===== src/rtl/if_fetch_unit_pkg.sv =====
// Shared constants, FSM encoding and queue entry layout for the instruction-fetch front end.
package if_fetch_unit_pkg;

   localparam logic [31:0] RESET_PC  = 32'h0000_0000;
   localparam logic [31:0] NOP_INSTR = 32'hE000_0000;
   localparam logic [31:0] PC_INC    = 32'd4;

   typedef enum logic [1:0] {
      ST_RUN     = 2'd0,
      ST_WAIT    = 2'd1,
      ST_DISCARD = 2'd2
   } fetch_state_t;

   typedef struct packed {
      logic [31:0] pc_next;
      logic [31:0] instr;
   } fetch_entry_t;

endpackage


===== src/rtl/if_fetch_queue.sv =====
// Two-entry FIFO with flush; push visible at the head the cycle after it is written.
// No internal backpressure: the producer must not push into a full queue unless it also pops.
module if_fetch_queue #(
   parameter int WIDTH = 64
) (
   input  logic             clk,
   input  logic             rst,
   input  logic             push,
   input  logic [WIDTH-1:0] push_dat,
   input  logic             pop,
   input  logic             flush,
   output logic [WIDTH-1:0] head_dat,
   output logic [1:0]       count
);

   logic [WIDTH-1:0] ent0_q, ent0_d, ent1_q, ent1_d;
   logic [1:0]       count_q, count_d;
   logic             pop_eff;

   assign pop_eff  = pop && (count_q != 2'd0);
   assign head_dat = ent0_q;
   assign count    = count_q;

   // ent0 is always the head; a pop shifts ent1 down.
   always_comb begin
      ent0_d  = ent0_q;
      ent1_d  = ent1_q;
      count_d = count_q;
      if (flush) begin
         count_d = 2'd0;
      end else begin
         case ({push, pop_eff})
            2'b01: begin
               ent0_d  = ent1_q;
               count_d = count_q - 2'd1;
            end
            2'b10: begin
               if (count_q == 2'd0) ent0_d = push_dat;
               else                 ent1_d = push_dat;
               count_d = count_q + 2'd1;
            end
            2'b11: begin
               if (count_q == 2'd1) begin
                  ent0_d = push_dat;
               end else begin
                  ent0_d = ent1_q;
                  ent1_d = push_dat;
               end
            end
            default: ;
         endcase
      end
   end

   always_ff @(posedge clk or posedge rst) begin
      if (rst) begin
         ent0_q  <= '0;
         ent1_q  <= '0;
         count_q <= 2'd0;
      end else begin
         ent0_q  <= ent0_d;
         ent1_q  <= ent1_d;
         count_q <= count_d;
      end
   end

endmodule


===== src/rtl/if_fetch_unit.sv =====
// Fetch front end: owns the PC, fetches over req/ready, buffers up to two words for IF/ID.
// One word per cycle on zero-wait memory; freeze with a full queue stalls new requests.
module if_fetch_unit
   import if_fetch_unit_pkg::*;
#(
   parameter logic [31:0] RESET_PC  = if_fetch_unit_pkg::RESET_PC,
   parameter logic [31:0] NOP_INSTR = if_fetch_unit_pkg::NOP_INSTR,
   parameter logic [31:0] PC_INC    = if_fetch_unit_pkg::PC_INC
) (
   input  logic        clk,
   input  logic        rst,
   input  logic        freeze,
   input  logic        branch_taken,
   input  logic [31:0] branch_addr,
   output logic        mem_req,
   output logic [31:0] mem_addr,
   input  logic        mem_ready,
   input  logic [31:0] mem_rdata,
   output logic [31:0] pc_out,
   output logic [31:0] instruction_out,
   output logic        fetch_valid
);

   fetch_state_t state_q, state_d;
   logic [31:0]  pc_q, pc_d, req_addr_q, req_addr_d;
   logic [1:0]   count;
   logic [63:0]  head_dat;
   fetch_entry_t head, push_ent;
   logic         push, drain, space_ok;

   assign head        = fetch_entry_t'(head_dat);
   assign fetch_valid = (count != 2'd0);
   assign drain       = fetch_valid && !freeze;
   assign space_ok    = !((count == 2'd2) && freeze);

   assign pc_out          = fetch_valid ? head.pc_next : 32'h0;
   assign instruction_out = fetch_valid ? head.instr   : NOP_INSTR;

   always_ff @(posedge clk or posedge rst) begin
      if (rst) begin
         state_q    <= ST_RUN;
         pc_q       <= RESET_PC;
         req_addr_q <= 32'h0;
      end else begin
         state_q    <= state_d;
         pc_q       <= pc_d;
         req_addr_q <= req_addr_d;
      end
   end

   // A redirect during an outstanding request must still absorb that response.
   always_comb begin
      state_d = state_q;
      case (state_q)
         ST_RUN:     if (!branch_taken && mem_req && !mem_ready) state_d = ST_WAIT;
         ST_WAIT:    if (mem_ready)         state_d = ST_RUN;
                     else if (branch_taken) state_d = ST_DISCARD;
         ST_DISCARD: if (mem_ready)         state_d = ST_RUN;
         default:    state_d = ST_RUN;
      endcase
   end

   always_comb begin
      mem_req  = 1'b0;
      mem_addr = req_addr_q;
      push     = 1'b0;
      push_ent = '0;
      case (state_q)
         ST_RUN: begin
            mem_req  = space_ok && !branch_taken;
            mem_addr = pc_q;
            push     = mem_req && mem_ready;
            push_ent = '{pc_next: pc_q + PC_INC, instr: mem_rdata};
         end
         ST_WAIT: begin
            mem_req  = 1'b1;
            push     = mem_ready && !branch_taken;
            push_ent = '{pc_next: req_addr_q + PC_INC, instr: mem_rdata};
         end
         ST_DISCARD: mem_req = 1'b1;
         default: ;
      endcase
      if (rst) mem_req = 1'b0;
   end

   always_comb begin
      pc_d       = pc_q;
      req_addr_d = req_addr_q;
      if (branch_taken) begin
         pc_d = branch_addr;
      end else if ((state_q == ST_RUN) && mem_req) begin
         pc_d = pc_q + PC_INC;
         if (!mem_ready) req_addr_d = pc_q;
      end
   end

   if_fetch_queue #(.WIDTH(64)) u_queue (
      .clk      (clk),
      .rst      (rst),
      .push     (push),
      .push_dat (push_ent),
      .pop      (drain),
      .flush    (branch_taken),
      .head_dat (head_dat),
      .count    (count)
   );

endmodule


===== config.mk =====
export PLATFORM = sky130hd
export DESIGN_NAME = if_fetch_unit
export DESIGN_NICKNAME = d
export VERILOG_FILES = /design/src/rtl/if_fetch_unit_pkg.sv /design/src/rtl/if_fetch_queue.sv /design/src/rtl/if_fetch_unit.sv
export SDC_FILE = /design/constraint.sdc
export NUM_CORES = 1
export LEC_CHECK = 0
export ABC_AREA = 1
export BUFFER_PORTS_ARGS = -buffer_cell sky130_fd_sc_hd__buf_2
export CAP_MARGIN = 15
export CORE_MARGIN = 5
export CORE_UTILIZATION = 64
export CTS_BUF_LIST = sky130_fd_sc_hd__clkbuf_8
export DETAILED_ROUTE_END_ITERATION = 6
export PLACE_DENSITY = 0.93
export SYNTH_ARGS = -nofsm -noshare
export SYNTH_HDL_FRONTEND = slang
export SYNTH_SLANG_ARGS = --single-unit

===== constraint.sdc =====
create_clock -name clk -period 14.3 [get_ports clk]
set_input_delay 2.86 -clock clk [delete_from_list [all_inputs] [get_ports clk]]
set_output_delay 2.86 -clock clk [all_outputs]
set_load 0.05 [all_outputs]

# ---- After elaboration in Yosys (flattened, before gate mapping)
# Index checks and enable logic that the tools add are counted.
dict set report classes {
  add_sub_neg 4
  n_eq_ne 13
  muxes 22
  bitwise_logic 2
  n_reduce_logical 25
}
# operator count
set ops {}
lappend ops {{$mux W64} 4}
lappend ops {{$pmux W64 S2} 2}
lappend ops {{$pmux W64 S3} 1}
lappend ops {{$mux W32} 5}
lappend ops {{$add A32 B3 Y32 const B} 2}
lappend ops {{$mux W2} 5}
lappend ops {{$logic_and A1 B1 Y1} 9}
lappend ops {{$reduce_and A3 Y1} 3}
lappend ops {{$eq A2 B2 Y1 const B} 4}
lappend ops {{$ne A2 B2 Y1 const B} 4}
lappend ops {{$eq A2 B1 Y1 const B} 3}
lappend ops {{$pmux W2 S3} 1}
lappend ops {{$reduce_bool A2 Y1} 3}
lappend ops {{$reduce_bool A3 Y1} 2}
lappend ops {{$logic_not A1 Y1} 4}
lappend ops {{$logic_not A2 Y1} 2}
lappend ops {{$pmux W1 S2} 2}
lappend ops {{$pmux W2 S2} 1}
lappend ops {{$reduce_and A4 Y1} 1}
lappend ops {{$ne A3 B3 Y1 const B} 1}
lappend ops {{$add A2 B1 Y2 const B} 1}
lappend ops {{$ne A2 B1 Y1 const B} 1}
lappend ops {{$not A1 Y1} 2}
lappend ops {{$reduce_or A2 Y1} 1}
lappend ops {{2 further kinds} 2}
dict set report totals {
  regBits 196
  in_bits 69
  out_inout_bits 98
  word_cells 72
}

# ---- Longest topological paths before layout
dict set report logic_depth {
  word_depth 10
  ltp_mapped 13
  mapped_depth_nobuf 11
}

# ---- Hierarchy
# A second synthesis with hierarchy kept.
dict set report hier_totals {
  hier_cells 2208
  hier_area_um2 13725.7
}
# module instances cells_per_inst area_per_inst_um2 seq_area_each_um2
set by_module_without_submodules {}
lappend by_module_without_submodules {if_fetch_queue 1 1082 7357.1 3253.1}
lappend by_module_without_submodules {if_fetch_unit 1 1126 6368.6 1651.6}

# ---- Worst setup path after synthesis
# OpenSTA, ideal clock, no wires.
dict set report synth_path {
  kind {input-to-output}
  from {input branch_taken}
  to {output mem_req}
  arrival_ns 3.679
  required_ns 11.440
  slack_ns 7.761
  cell_stages 4
  path_buffers 1
  cell_sequence {buf_4 -> inv_4 -> a31oi_2 -> nor3_4}
}
dict set report synth_via {
  elab_chain_cells 4
}
# element line
set synth_lines {}
lappend synth_lines {{from (decl)} if_fetch_unit.sv:13} ;# input logic branch_taken,
lappend synth_lines {{$logic_not A1 Y1} if_fetch_unit.sv:70} ;# mem_req = space_ok && !branch_taken;
lappend synth_lines {{$logic_and A1 B1 Y1} if_fetch_unit.sv:70}
lappend synth_lines {{$pmux W1 S2} if_fetch_unit.sv:68} ;# case (state_q)
lappend synth_lines {{$mux W1} if_fetch_unit.sv:83} ;# if (rst) mem_req = 1'b0;
lappend synth_lines {{to (decl)} if_fetch_unit.sv:15} ;# output logic mem_req,
# Every way passes these cells.

# ---- Final worst setup path
# Ends and elaborated chain as after synthesis.

==> flow_metrics.tcl <==
set metrics [dict create \
    status "completed" \
    fillers 1360 \
    ir_drop_mv 0.178 \
    period_share_pct 48.6 \
    r2r-start "state_q[1]" \
    hpwl_um 21700 \
    grt_use_total_pct 30.7 \
    die-area_mm2 0.0204 \
    antenna_found_initial 0 \
    cts_tree "built" \
    slew_headroom_pct 29.2 \
    yosysSeqAreaShare_pct 43.4 \
    root_buffer "clkbuf_8" \
    rr_worst_depth 12 \
    drc 0 \
    hold_viol 0 \
    synth.net_count 1749 \
    grt_pass1_wl_um 50400 \
    ys_warn_count 0 \
    globalRouteMet2Util_pct 48.9 \
    dr.pass1.iters 6 \
    clock_latency_ns 0.49 \
    start_kind "input pin" \
    routedWlPerCell_um 15.5 \
    synth_area_mm2 0.0113 \
    max_cap_violations 0 \
    rsz0062_at_grt "false" \
    initial_core_util_pct 65.3 \
    mostFrequentLayoutCell "nand2_1" \
    cts_buffer_depth 2 \
    grt.busiest_layer "met2" \
    cp.required_ns 11.44 \
    nets 1864 \
    worst-setup-path-type "input pin to output port" \
    leakage_nw 6.58 \
    synthFlopType "dfrtp_1" \
    power.density_mw_per_mm2 252 \
    post_cts_resized 0 \
    r2r_slack_ns 10.13 \
    cts_hold_buf 0 \
    clock-sinks 196 \
    n_antenna_cell 0 \
    syn2layout_area_growth_pct 11.2 \
    fin_crit_ns 6.96 \
    first_global_vias 10300 \
    ios 167 \
    grt.overflow.total 0 \
    min_to "u_queue.ent1_q[21]" \
    synthCells 1671 \
    wl_um 31400 \
    portBuffers 166 \
    vias 11300 \
    max_freq_ghz 0.144 \
    layout_setup_ws_ns 7.34 \
    finalSetupViolations 0 \
    stdcell_count 2024 \
    num_rows 48 \
    worstSetupEndpointType "output port" \
    min_delay_path_depth 2 \
    slew_viol_final 0 \
    vias_per_cell 5.56 \
    cts_buffers 17 \
    htree_levels 4 \
    pre_cts_slack_ns 7.35 \
    drt_iter0_markers 1356 \
    place_congestion 0.896 \
    worst-slew-pin-transition_ns 1.06 \
    ys_types 38 \
    layout-drive-gt1-share_pct 13.2 \
    mostFrequentLayoutCells "nand2_1 (544), nor2_1 (256), dfrtp_1 (196)" \
    placedCellCount 1990 \
    clk_pin_slew_ns 0.11 \
    postCtsSetupBuffers 0 \
    async_reset_ff_share_pct 100 \
    use_met3_pct 5.49 \
    ys_ff_latch 196 \
    skew_ns 0.0150 \
    hp-start "u_queue.ent1_q[21]" \
    r2r_end "u_queue.head_dat[45]" \
    ant_nets 0 \
    synth_edf_count 0 \
    cp.arrival_ns 4.10 \
    cp_max_fo 37 \
    syn_avg_cell_area_um2 6.76 \
    coreArea_mm2 0.0173 \
    die_w_um 143 \
    use_met1_pct 43.5 \
    hp-class "flop to flop" \
    tns_ns 0 \
    grt_max_degree 117 \
    chipHeight_um 143 \
]
-- area by class of cell --
cell class	instances	area (um^2)	share of cell area, %
clock inverters	15	194	1.54
inverters	201	764	6.08
flip-flops and latches	196	4900	39.0
clock buffers	17	234	1.86
well taps	225	282	2.24
multi-input cells	1195	5260	41.8
repair buffers	175	931	7.41
-- critical path: stages --
cell	delay [ns]
buf_2	0.56
inv_4	0.12
a31oi_2	0.26
nor3_4	0.07
buf_2	0.21
-- power by group --
part | leakage (nW) | switching (W) | internal (W)
combinational | 3.97 | 0.00139 | 0.000425
clock | 0.217 | 0.000218 | 0.000164
sequential | 2.39 | 0.000174 | 0.000794
total | 6.58 | 0.00178 | 0.00138
-- synth_stat cells, types with 2 or more instances --
library cell | instances | area (um^2)
a21oi_1 | 99 | 495
buf_1 | 3 | 11.3
buf_2 | 26 | 130
buf_4 | 17 | 128
clkbuf_1 | 31 | 116
dfrtp_1 | 196 | 4900
ha_1 | 9 | 113
inv_1 | 194 | 728
inv_2 | 5 | 18.8
inv_4 | 2 | 12.5
nand2_1 | 544 | 2040
nand2_2 | 2 | 12.5
nand3_1 | 105 | 526
nand3b_1 | 2 | 15.0
nor2_1 | 256 | 961
nor2_2 | 5 | 31.3
nor2_4 | 2 | 22.5
nor3_4 | 3 | 48.8
o211ai_1 | 11 | 82.6
o21ai_0 | 107 | 536
o21ai_1 | 13 | 65.1
o22ai_1 | 8 | 50.1
or2_2 | 4 | 25.0
xnor2_1 | 3 | 26.3
xor2_1 | 11 | 96.3
-- state kept, by name, summed over array words and instances, names as in the netlist --
signal            count
state_q               2
u_queue.head_dat     64
u_queue.ent1_q       64
u_queue.count         2
req_addr_q           32
pc_q                 32
-- kinds of logic (layout without fill, tap and decap cells) --
kind of cell,after synthesis,in the layout,synth area share (%)
and+or+nand+nor,929,929,33.0
adders and majority gates,9,9,0.996
buffers and inverters,280,408,10.3
AOI/OAI and AO/OA,243,243,11.3
xor gates and xnor gates,14,14,1.08
DFF,196,196,43.4
-- through the flow --
| step | hold slack, ns | util (%) | total power, W | area [um^2] |
|---|---|---|---|---|
| final | 0.483 | 72.7 | 0.00317 | 12600 |
| after global routing | 0.503 | 72.7 | 0.00337 | 12600 |
| after CTS | 0.484 | 72.4 | 0.00314 | 12500 |
| after detailed placement | 0.459 | 69.9 | 0.00275 | 12100 |
| after global placement | 0.453 | 69.9 | 0.00270 | 12100 |
| after floorplan | 0.442 | - | 0.00232 | 11300 |
-- layer usage --
metal  vias to the layer above  routed length, um  share of wire [%]
met5                         -                  0                  0
li1                       5414                  -                  -
met2                       605              14600                 47
met3                        68               3280                 10
met4                         0                663                2.1
met1                      5174              12900                 41
-- how the worst max path moves through the flow --
stage	start	endpoint	slack, ns	depth (start not counted)
global route	branch_taken	mem_req	7.27	5
finish	branch_taken	mem_req	7.34	5
floorplan	rst	pc_q[0]	6.10	1
global placement	branch_taken	mem_req	7.42	5
CTS	branch_taken	mem_req	7.34	5
detailed placement	branch_taken	mem_req	7.35	5
No activity file was read; power rests on OpenSTA's default activity.
